File: src/rtl/butterfly_4_pipe.sv
// Registered 4-point even/odd butterfly with a two-entry (output + skid) buffer
// and a row counter that tags each row with its index in a 4-row block.
module butterfly_4_pipe #(
  parameter int unsigned IN_W = 27
) (
  input  logic                   clk,
  input  logic                   rst,
  input  logic                   i_valid,
  output logic                   o_ready,
  input  logic                   i_clear,
  input  logic signed [IN_W-1:0] i_0,
  input  logic signed [IN_W-1:0] i_1,
  input  logic signed [IN_W-1:0] i_2,
  input  logic signed [IN_W-1:0] i_3,
  output logic                   o_valid,
  input  logic                   i_ready,
  output logic signed [IN_W:0]   o_0,
  output logic signed [IN_W:0]   o_1,
  output logic signed [IN_W:0]   o_2,
  output logic signed [IN_W:0]   o_3,
  output logic [1:0]             o_row,
  output logic                   o_last
);

  localparam int unsigned OUT_W = IN_W + 1;

  logic                    acc_in;
  logic                    acc_out;
  logic [1:0]              cnt;
  logic [1:0]              cnt_next;
  logic [1:0]              row_tag;
  logic signed [OUT_W-1:0] ext_0, ext_1, ext_2, ext_3;
  logic signed [OUT_W-1:0] sum_0, sum_1, dif_2, dif_3;

  logic                    skid_valid;
  logic signed [OUT_W-1:0] skid_0, skid_1, skid_2, skid_3;
  logic [1:0]              skid_row;

  // Ready depends only on registered state, never on i_ready.
  assign o_ready = ~skid_valid & ~rst;
  assign acc_in  = i_valid & o_ready;
  assign acc_out = o_valid & i_ready;
  assign o_last  = o_valid & (o_row == 2'd3);

  // Sign-extend one bit so sums and differences cannot overflow.
  assign ext_0 = OUT_W'(i_0);
  assign ext_1 = OUT_W'(i_1);
  assign ext_2 = OUT_W'(i_2);
  assign ext_3 = OUT_W'(i_3);
  assign sum_0 = ext_0 + ext_3;
  assign sum_1 = ext_1 + ext_2;
  assign dif_2 = ext_1 - ext_2;
  assign dif_3 = ext_0 - ext_3;

  // Row tag / counter: i_clear restarts the block at row 0.
  always_comb begin
    row_tag  = i_clear ? 2'd0 : cnt;
    cnt_next = cnt;
    if (acc_in) begin
      cnt_next = row_tag + 2'd1;
    end else if (i_clear) begin
      cnt_next = 2'd0;
    end
  end

  always_ff @(posedge clk or posedge rst) begin
    if (rst) begin
      cnt <= 2'd0;
    end else begin
      cnt <= cnt_next;
    end
  end

  // OUT refills from SKID first, then from the input; otherwise overflow goes to SKID.
  always_ff @(posedge clk or posedge rst) begin
    if (rst) begin
      o_valid    <= 1'b0;
      o_0        <= '0;
      o_1        <= '0;
      o_2        <= '0;
      o_3        <= '0;
      o_row      <= 2'd0;
      skid_valid <= 1'b0;
      skid_0     <= '0;
      skid_1     <= '0;
      skid_2     <= '0;
      skid_3     <= '0;
      skid_row   <= 2'd0;
    end else if (acc_out || !o_valid) begin
      if (skid_valid) begin
        o_valid    <= 1'b1;
        o_0        <= skid_0;
        o_1        <= skid_1;
        o_2        <= skid_2;
        o_3        <= skid_3;
        o_row      <= skid_row;
        skid_valid <= 1'b0;
      end else if (acc_in) begin
        o_valid <= 1'b1;
        o_0     <= sum_0;
        o_1     <= sum_1;
        o_2     <= dif_2;
        o_3     <= dif_3;
        o_row   <= row_tag;
      end else begin
        o_valid <= 1'b0;
      end
    end else if (acc_in) begin
      skid_valid <= 1'b1;
      skid_0     <= sum_0;
      skid_1     <= sum_1;
      skid_2     <= dif_2;
      skid_3     <= dif_3;
      skid_row   <= row_tag;
    end
  end

endmodule

File: config.mk
export PLATFORM = sky130hd
export DESIGN_NAME = butterfly_4_pipe
export DESIGN_NICKNAME = d
export VERILOG_FILES = /design/src/rtl/butterfly_4_pipe.sv
export SDC_FILE = /design/constraint.sdc
export NUM_CORES = 1
export LEC_CHECK = 0
export ABC_AREA = 1
export CAP_MARGIN = 20
export CORE_ASPECT_RATIO = 1.1
export CORE_MARGIN = 2
export CORE_UTILIZATION = 45
export DETAILED_ROUTE_END_ITERATION = 10
export PLACE_DENSITY = 0.67
export SETUP_SLACK_MARGIN = 0.15
export SLEW_MARGIN = 40
export SYNTH_ARGS = -nofsm -noshare
export SYNTH_HDL_FRONTEND = slang
export SYNTH_SLANG_ARGS = --single-unit
File: constraint.sdc
create_clock -name clk -period 10.5 [get_ports clk]
set_input_delay 2.1 -clock clk [delete_from_list [all_inputs] [get_ports clk]]
set_output_delay 2.1 -clock clk [all_outputs]
set_load 0.005 [all_outputs]
==> metrics.txt, run 1 <==
CTS tree built; post-route ant nets 0; internal power 2.23 mW; overall via count from detail_route ~18000; post-synth net total 3005; Leak roughly 11 nW; quantity of I/O buffers inserted on ports 229; number of violations of the max-capacitance limit 0; terminus of the critical flop-to-flop path o_1[9]; overall power consumption 3.47 mW; clock share of power 25.6%; Max Root-Sink Buffers 3; First DRT Iteration DRCs ~1000; number of buffers added by the clock tree synthesis step 25; NetSw 1.25 mW; standard cell area after detailed placement between 0.02 and 0.025 mm2; vias in the first global route 17600; WS Path Type in -> out; register area share after synthesis 32.3%; Finished Cell Area roughly 0.021 mm2; total placed cells including tap cells 3412; mux contribution to synthesized area 0%; combinational cell fraction of total power 36.1%; Setup Fix Bufs, Post-CTS 0; post-synth cell types 36; total overflow reported by the global router 0; parity-gate share of the synthesized area counting xor and xnor cells under 10%; RD Place Congestion 0.939; number of nets in the layout 3159; root cell of the clock tree sky130_fd_sc_hd__clkbuf_16; register clock-pin slew on the reported worst setup and hold paths 0.06 ns; share of total power in sequential cells 38.3%; share of synthesized flip-flops with an asynchronous set or reset 100%; Final WS setup between 5 and 6 ns; antenna violations before repair 0; maximum net fanout on the critical path 2; start of the worst register-to-register path skid_valid; count of hold-fix buffers inserted at cts 0; total area of sequential cells 0.00571 mm2; CP Data Required Time 8.40 ns; vertical die dimension 212 um; worst hold slack 0.461 ns; die area between 0.04 and 0.05 mm2; cell count after synthesis 2780; largest net degree at the start of global routing approximately 110; DRC viols 0; register-to-register setup slack 7.48 ns; sink count of the clock tree roughly 230; RSZ-0062 raised after global routing false; global-route wire length before repair 93.5 mm; Synth Flop Type sky130_fd_sc_hd__dfrtp_1; area added between synthesis and finish 19.2%; number of cells traversed by the worst register-to-register path 11; post-synthesis compound-gate area fraction approximately 12%; x dimension of the die 193 um; number of iterations in the first detailed-routing pass 5; type of the worst min-delay path reg -> reg; upper clock frequency limit 184 MHz; flops & latches, synth 228; fill count 3980; Floorplan Core Area 0.0390 mm2; Skew-Pair Late Insertion Delay 0.56 ns; average size of a mapped cell 6.36 um2; vias per cell 5.14; combinational family with the most area after synthesis simple AND/OR/NAND/NOR gates; final period demand of the worst path 5.44 ns; post-route insts no fill 3460; routed len/inst 17.3 um; Hold Violations, Final 0; most common cell after layout, fill and taps aside sky130_fd_sc_hd__nand2_1; footprint of the multi-input gates 0.00979 mm2; synthesized-area fraction occupied by adder cells 8.10%; top library cells by usage in the layout, fill and taps aside sky130_fd_sc_hd__nand2_1, sky130_fd_sc_hd__inv_1, sky130_fd_sc_hd__nor2_1, sky130_fd_sc_hd__clkdlybuf4s50_1, sky130_fd_sc_hd__dfrtp_1; run status completed; switch share 35.9%; clock tree skew after final layout 0.0228 ns; Slew @ Worst Pin 0.763 ns; number of placement rows 76; number of enable flip-flop cells after synthesis 0; utilization after layout 54.0%; fraction of final layout cells with drive strength greater than 1 2.30%; # IOs 230; endpoint kind of the worst setup timing path primary output; number of warnings printed during yosys synthesis 0; PostCTS Resize Cnt 0; total power divided by cell area roughly 170 mW/mm2; worst-case headroom to the max-slew limit 49.1%; CP endpoint o_ready; post-synthesis instance area 0.0177 mm2; number of antenna repair diodes 0; hpwl dp between 40 and 50 mm; Final Routed Wirelength 59.7 mm; portion of the clock cycle consumed by the worst path in the final layout 51.8%; WP data arrival 3.34 ns; kind of launch point of the worst setup path input pin; Starting Density 45.3%; Max Slew Vio Count 0; Setup TNS 0 ns; worst IR drop on VDD about 0.19 mV; Setup Slack @ Placement slightly above 5 ns; GR Util All Layers 29.6%; final setup fails 0; count of H-tree levels built during CTS 1; startpoint of the most critical setup path rst; synthesized-area fraction occupied by and/or/nand/nor cells 32.3%
==> layer usage <==
metal	track usage (%)	vias to the layer above	wire, um
met5	0	-	0
met4	12.4	0	2630
li1	-	8886	-
met3	2.07	98	2120
met2	53.1	410	29800
met1	36.5	8402	25100
==> layout make-up <==
type / count / area share (%)
tap: 507 / 3.01
inverter: 442 / 7.95
multi-input combinational: 1999 / 46.5
clock buffer: 39 / 3.51
timing repair buffer: 238 / 11.5
sequential: 228 / 27.1
clock inverter: 7 / 0.404
==> Yosys cell counts (17+ instances only) <==
library cell               instances  area, um2
sky130_fd_sc_hd__clkbuf_1         38        143
sky130_fd_sc_hd__o21bai_1         17        128
sky130_fd_sc_hd__xor2_1           52        455
sky130_fd_sc_hd__nor2_1          266        998
sky130_fd_sc_hd__dfrtp_1         228       5710
sky130_fd_sc_hd__nand3_1         140        701
sky130_fd_sc_hd__buf_2            63        315
sky130_fd_sc_hd__nand2_1         971       3640
sky130_fd_sc_hd__ha_1            108       1350
sky130_fd_sc_hd__o21a_1           25        188
sky130_fd_sc_hd__a31oi_1          29        181
sky130_fd_sc_hd__o21ai_0         141        706
sky130_fd_sc_hd__nand4_1          20        125
sky130_fd_sc_hd__a21oi_1         163        816
sky130_fd_sc_hd__inv_1           438       1640
==> sequential cells by signal, summed over array words and instances, names as in the netlist <==
name / count
skid_3: 27
skid_row: 2
o_row: 2
o_3: 28
cnt: 2
skid_2: 27
o_0: 27
o_1: 27
skid_1: 28
o_2: 28
skid_0: 28
o_valid: 1
skid_valid: 1
==> worst min path at each step <==
stage / from / to / slack, ns / cells after the start
4_1_cts: cnt[1] / cnt[1] / 0.46 / 1
3_5_place_dp: cnt[1] / cnt[1] / 0.45 / 1
2_1_floorplan: cnt[1] / cnt[1] / 0.43 / 1
5_1_grt: skid_2[2] / skid_2[2] / 0.50 / 2
6_report: cnt[1] / cnt[1] / 0.46 / 1
3_3_place_gp: cnt[1] / cnt[1] / 0.45 / 1
==> power by group through the flow <==
| stage | combinational, mW | sequential (mW) | clock [mW] |
|---|---|---|---|
| after floorplan | 0.685 | 1.30 | 0 |
| after global placement | 1.23 | 1.34 | 0 |
| after detailed placement | 1.25 | 1.34 | 0 |
| after CTS | 1.26 | 1.33 | 0.905 |
| after global routing | 1.41 | 1.36 | 0.945 |
| final | 1.25 | 1.33 | 0.889 |
==> worst max-delay path, cell delays in order <==
cell                              delay (ns)
sky130_fd_sc_hd__clkdlybuf4s50_1        0.54
sky130_fd_sc_hd__nor2_4                 0.16
sky130_fd_sc_hd__clkdlybuf4s50_1        0.53
==> logic make-up (layout without fill, tap and decap cells) <==
logic type / count (synthesis) / in the layout
AO/OA/AOI/OAI: 398 / 398
XOR/XNOR: 56 / 56
adder cells (fa/ha/maj): 112 / 112
buffers and inverters: 553 / 726
flip-flops: 228 / 228
AND/OR/NAND/NOR: 1433 / 1433
No activity file was read; power rests on OpenSTA's default activity.
==> inputs of run 2 (changes only) <==
- clock period: 10.5 -> 5.3 ns (I/O delays scaled with it)
==> run 2 against run 1 <==
Total power up 100%. Sequential power up 97%. Worst setup slack worse by 3.0 ns. Sequential share of layout area down 0.11 points. Core utilization up 0.22 points.
==> metrics.txt, run 2 (synthesized netlist as in run 1, its figures left out) <==
total power divided by cell area approximately 330 mW/mm2; clock share of power ~27%; Setup TNS 0 ns; clock tree skew after final layout 0.0227 ns; number of nets in the layout 3167; total overflow reported by the global router 0; worst IR drop on VDD 0.263 mV; overall via count from detail_route 18100; internal power 4.50 mW; Setup Slack @ Placement approximately 1.5 ns; count of H-tree levels built during CTS 1; maximum net fanout on the critical path 8; most common cell after layout, fill and taps aside sky130_fd_sc_hd__nand2_1; die area 0.0409 mm2; number of antenna repair diodes 0; M2 GR Usage 53.7%; number of iterations in the first detailed-routing pass 5; upper clock frequency limit 306 MHz; antenna violations before repair 1; RD Place Congestion 1.00; Max Slew Vio Count 0; Final Routed Wirelength 62.2 mm; hpwl dp 48.8 mm; RSZ-0062 raised after global routing false; post-route ant nets 0; Critical Path Slowest Stage Cell sky130_fd_sc_hd__ha_1; start of the worst register-to-register path skid_valid; x dimension of the die ~190 um; sink count of the clock tree about 230; terminus of the critical flop-to-flop path skid_3[7]; Final WS setup 2.03 ns; vias per cell 5.21; DRC viols 0; final setup fails 0; Starting Density between 40% and 50%; cell mode on critical path sky130_fd_sc_hd__nand2_1; GR Util All Layers 30.4%; CP endpoint o_3[24]; vertical die dimension 212 um; Slew @ Worst Pin approximately 0.79 ns; run status completed; kind of launch point of the worst setup path input pin; final period demand of the worst path 3.27 ns; WP data arrival 3.71 ns; total placed cells including tap cells 3420; number of buffers added by the clock tree synthesis step 27; cell chain of the critical path clkdlybuf4s50_1 > inv_1 > ha_1 > nand2_1 > inv_1 > nand2_1 > nor3_1 > nand3_1 > nand4_1 > nand3_1 > nand2_1 > nand2_1; met1 Use GR 37.6%; combinational cell fraction of total power 35.8%; fill count 4007; count of buffer and inverter cells on the critical path 3; routed len/inst about 18 um; First DRT Iteration DRCs 1346; critical path's top delay family simple AND/OR/NAND/NOR gates; largest net degree at the start of global routing 121; Setup Fix Bufs, Post-CTS 0; busiest layer in global routing met2; PostCTS Resize Cnt 0; number of cells traversed by the worst register-to-register path 7; NetSw 2.54 mW; register clock-pin slew on the reported worst setup and hold paths 0.06 ns; vias in the first global route 17600; post-route insts no fill approximately 3500; Max Root-Sink Buffers 3; CTS tree built; worst-case headroom to the max-slew limit 47.4%; logic depth of the worst setup path including buffers 12; Leak 11.5 nW; type of the worst min-delay path reg -> reg; switch share a little over a third; startpoint of the most critical setup path i_3[16]; max incr delay on CP around 0.56 ns; number of violations of the max-capacitance limit 0; met3 Use GR approximately 2.4%; Hold Violations, Final 0; endpoint kind of the worst setup timing path flop; portion of the clock cycle consumed by the worst path in the final layout 61.7%; area added between synthesis and finish 19.6%; # IOs 230; number of placement rows 76; fraction of final layout cells with drive strength greater than 1 2.77%; top library cells by usage in the layout, fill and taps aside sky130_fd_sc_hd__nand2_1, sky130_fd_sc_hd__inv_1, sky130_fd_sc_hd__nor2_1, sky130_fd_sc_hd__clkdlybuf4s50_1, sky130_fd_sc_hd__dfrtp_1; Floorplan Core Area 0.0390 mm2; register-to-register setup slack about 2.7 ns; share of total power in sequential cells 37.2%; global-route wire length before repair 95.5 mm; count of hold-fix buffers inserted at cts 0; WS Path Type in -> reg; Skew-Pair Late Insertion Delay 0.56 ns; CP Data Required Time 5.74 ns; root cell of the clock tree sky130_fd_sc_hd__clkbuf_16; quantity of I/O buffers inserted on ports 229
[run 2: metal layers]
metal,vias to the layer above,routed length (um)
met5,-,13
met4,2,3060
met3,126,2730
met2,528,30600
met1,8517,25800
li1,8899,-
[run 2: metrics by stage]
stage / hold slack [ns] / total power, mW / utilization [%] / area [um2]
after CTS: 0.456 / 7.08 / 54.2 / 21100
after detailed placement: 0.448 / 5.16 / 51.9 / 20200
after floorplan: 0.427 / 3.93 / - / 17700
final: 0.457 / 7.04 / 54.2 / 21100
after global placement: 0.444 / 5.10 / 51.9 / 20200
after global routing: 0.475 / 7.47 / 54.2 / 21100
[run 2: power by group through the flow]
stage               Clock, mW  Combinational (mW)  Sequential, mW
finish                   1.90                2.52            2.62
floorplan                   0                1.36            2.57
global route             1.98                2.81            2.68
detailed placement          0                2.52            2.64
global placement            0                2.48            2.62
CTS                      1.92                2.53            2.62
[run 2: worst reg2reg max path, cell delays in order (launching register included)]
cell,delay [ns]
sky130_fd_sc_hd__dfrtp_4,0.62
sky130_fd_sc_hd__nor2_4,0.07
sky130_fd_sc_hd__nand2_2,0.12
sky130_fd_sc_hd__nor2_4,0.05
sky130_fd_sc_hd__buf_4,0.25
sky130_fd_sc_hd__inv_2,0.50
sky130_fd_sc_hd__buf_4,0.64
sky130_fd_sc_hd__o21ai_0,0.25
[run 2: final cells by class]
type / instances / area [um2] / area share (%)
clock buffers: 35 / 746 / 3.53
clock inverters: 15 / 148 / 0.698
inverters: 442 / 1670 / 7.90
multi-input cells: 1999 / 9790 / 46.3
flip-flops and latches: 228 / 5710 / 27.0
well taps: 507 / 634 / 3.00
repair buffers: 244 / 2440 / 11.5
[run 2: how the worst min path moves through the flow]
stage | cells after the start | end | start | slack [ns]
floorplan | 1 | cnt[1] | cnt[1] | 0.43
global placement | 1 | cnt[1] | cnt[1] | 0.44
detailed placement | 1 | cnt[1] | cnt[1] | 0.45
CTS | 1 | cnt[1] | cnt[1] | 0.46
global route | 1 | cnt[1] | cnt[1] | 0.47
finish | 1 | cnt[1] | cnt[1] | 0.46
==> inputs of run 3 (changes only) <==
- clock period: 5.3 -> 3.04 ns (I/O delays scaled with it)
==> run 3 against run 2 <==
Clock power increased by 58%. Via count increased by 2.9%. Cell count rose by 4.9%. First-iteration DRC count decreased by 16%. Sequential share of layout area down 1.6 points. Core utilization increased by 3.4 points. Clock skew is 0.0064 ns higher. Worst hold slack better by 0.0061 ns. Design area is 6.4% higher.
==> metrics.txt, run 3 (synthesized netlist as in run 1, its figures left out) <==
run status completed; most common cell after layout, fill and taps aside sky130_fd_sc_hd__nand2_1; vertical die dimension 212 um; vias in the first global route about 19000; NetSw ~4.5 mW; Setup TNS 0 ns; Starting Density 45.3%; footprint of the multi-input gates 0.00979 mm2; number of iterations in the first detailed-routing pass 6; CP Data Required Time 3.48 ns; count of buffer and inverter cells on the critical path 3; Hold Violations, Final 0; overall power consumption 12.3 mW; Leak 12.3 nW; post-route ant nets 0; x dimension of the die 193 um; worst hold slack ~0.46 ns; PostCTS Resize Cnt 0; worst-case headroom to the max-slew limit 47.4%; Critical Path Slowest Stage Cell sky130_fd_sc_hd__clkdlybuf4s50_1; die area 0.0409 mm2; max incr delay on CP 0.48 ns; final setup fails 0; type of the worst min-delay path reg -> reg; quantity of I/O buffers inserted on ports 229; clock tree skew after final layout 0.0291 ns; register clock-pin slew on the reported worst setup and hold paths 0.06 ns; start of the worst register-to-register path skid_valid; total area of sequential cells around 0.0057 mm2; Max Root-Sink Buffers 3; combinational cell fraction of total power 38.3%; # IOs 230; RSZ-0062 raised after global routing false; portion of the clock cycle consumed by the worst path in the final layout 83.6%; Skew-Pair Late Insertion Delay 0.57 ns; CTS tree built; fill count 3915; final period demand of the worst path 2.54 ns; global-route wire length before repair 98.3 mm; startpoint of the most critical setup path i_2[9]; WS Path Type in -> reg; Max Slew Vio Count 0; number of buffers added by the clock tree synthesis step 26; number of antenna repair diodes 0; vias per cell approximately 5.1; sink count of the clock tree around 230; Slew @ Worst Pin between 0.7 and 0.8 ns; worst IR drop on VDD 0.456 mV; Floorplan Core Area 0.0390 mm2; overall via count from detail_route 18600; fraction of final layout cells with drive strength greater than 1 ~8%; number of violations of the max-capacitance limit 0; startpoint of the most critical hold path cnt[1]; upper clock frequency limit 393 MHz; largest net degree at the start of global routing between 70 and 80; area added between synthesis and finish 27.3%; switch share 36.2%; total overflow reported by the global router 0; Setup Fix Bufs, Post-CTS 0; number of placement rows 76; hpwl dp 50.8 mm; antenna violations before repair 0; endpoint kind of the worst setup timing path flop; DRC viols 0; root cell of the clock tree sky130_fd_sc_hd__clkbuf_16; total power divided by cell area 547 mW/mm2; count of H-tree levels built during CTS 1; critical path's top delay family simple AND/OR/NAND/NOR gates; cell chain of the critical path clkdlybuf4s50_1 > inv_1 > ha_1 > nor2_1 > inv_1 > nor2_1 > nand3_1 > nand3b_1 > nand2_1 > nand3_1 > nand3_1 > nand2_1 > nand2_1; top library cells by usage in the layout, fill and taps aside sky130_fd_sc_hd__nand2_1, sky130_fd_sc_hd__inv_1, sky130_fd_sc_hd__nor2_1, sky130_fd_sc_hd__clkdlybuf4s50_1, sky130_fd_sc_hd__dfrtp_1; number of nets in the layout 3342; routed len/inst approximately 17 um; maximum net fanout on the critical path 7; clock share of power about 24%; First DRT Iteration DRCs between 1000 and 1500; kind of launch point of the worst setup path input pin; count of hold-fix buffers inserted at cts 0; Final Routed Wirelength about 63 mm; WP data arrival between 2 and 3 ns; RD Place Congestion 1.01; GR Util All Layers 31.2%; share of total power in sequential cells 37.3%; internal power 7.84 mW
## run 3: cell types whose count changed in the layout (fill, tap and decap cells not counted), moves of 2 or more
cell	delta
sky130_fd_sc_hd__inv_6	-3
sky130_fd_sc_hd__clkbuf_1	+3
sky130_fd_sc_hd__clkbuf_8	-2
sky130_fd_sc_hd__buf_4	+168
sky130_fd_sc_hd__buf_12	+11
sky130_fd_sc_hd__bufinv_16	-2
sky130_fd_sc_hd__buf_6	-3
## run 3: stage by stage
stage | setup WS, ns | instance area [um2] | util [%] | cells
2_1_floorplan | -0.548 | 17700 | - | 2780
3_3_place_gp | -0.0548 | 21700 | 55.6 | 3596
3_5_place_dp | -0.0876 | 21700 | 55.6 | 3596
4_1_cts | 0.496 | 22500 | 57.7 | 3641
5_1_grt | 0.328 | 22500 | 57.7 | 3641
6_report | 0.499 | 22500 | 57.7 | 3641
## run 3: power groups by stage
stage	Combinational [mW]	Clock [mW]	Sequential, mW
after floorplan	2.37	0	4.48
after global placement	4.63	0	4.60
after detailed placement	4.71	0	4.63
after CTS	4.74	3.08	4.59
after global routing	5.25	3.20	4.69
final	4.71	3.00	4.59
## run 3: metal layers
metal  GRT usage [%]  vias up  part of all wire (%)
li1                -     9265                     -
met3            2.30      125                   4.0
met2            57.9      509                    51
met1            36.6     8694                    40
met4            13.7        0                   4.8
met5               0        -                     0
## run 3: final cells by class
cell class	count	share of cell area, %
Clock buffer	35	3.13
Clock inverter	10	0.390
Inverter	442	7.41
Multi-Input combinational cell	1999	43.6
Sequential cell	228	25.4
Tap cell	507	2.82
Timing Repair Buffer	420	17.3
## run 3: worst paths after layout
check	to	slack, ns	depth (start not counted)
worst min register to register	cnt[1]	0.46	1
worst max register to register	o_1[7]	1.12	10
worst min-delay path	cnt[1]	0.46	1
min in group asynchronous	o_valid	0.59	2
max in group asynchronous	o_1[17]	1.70	3
worst max-delay path	o_1[20]	0.50	13
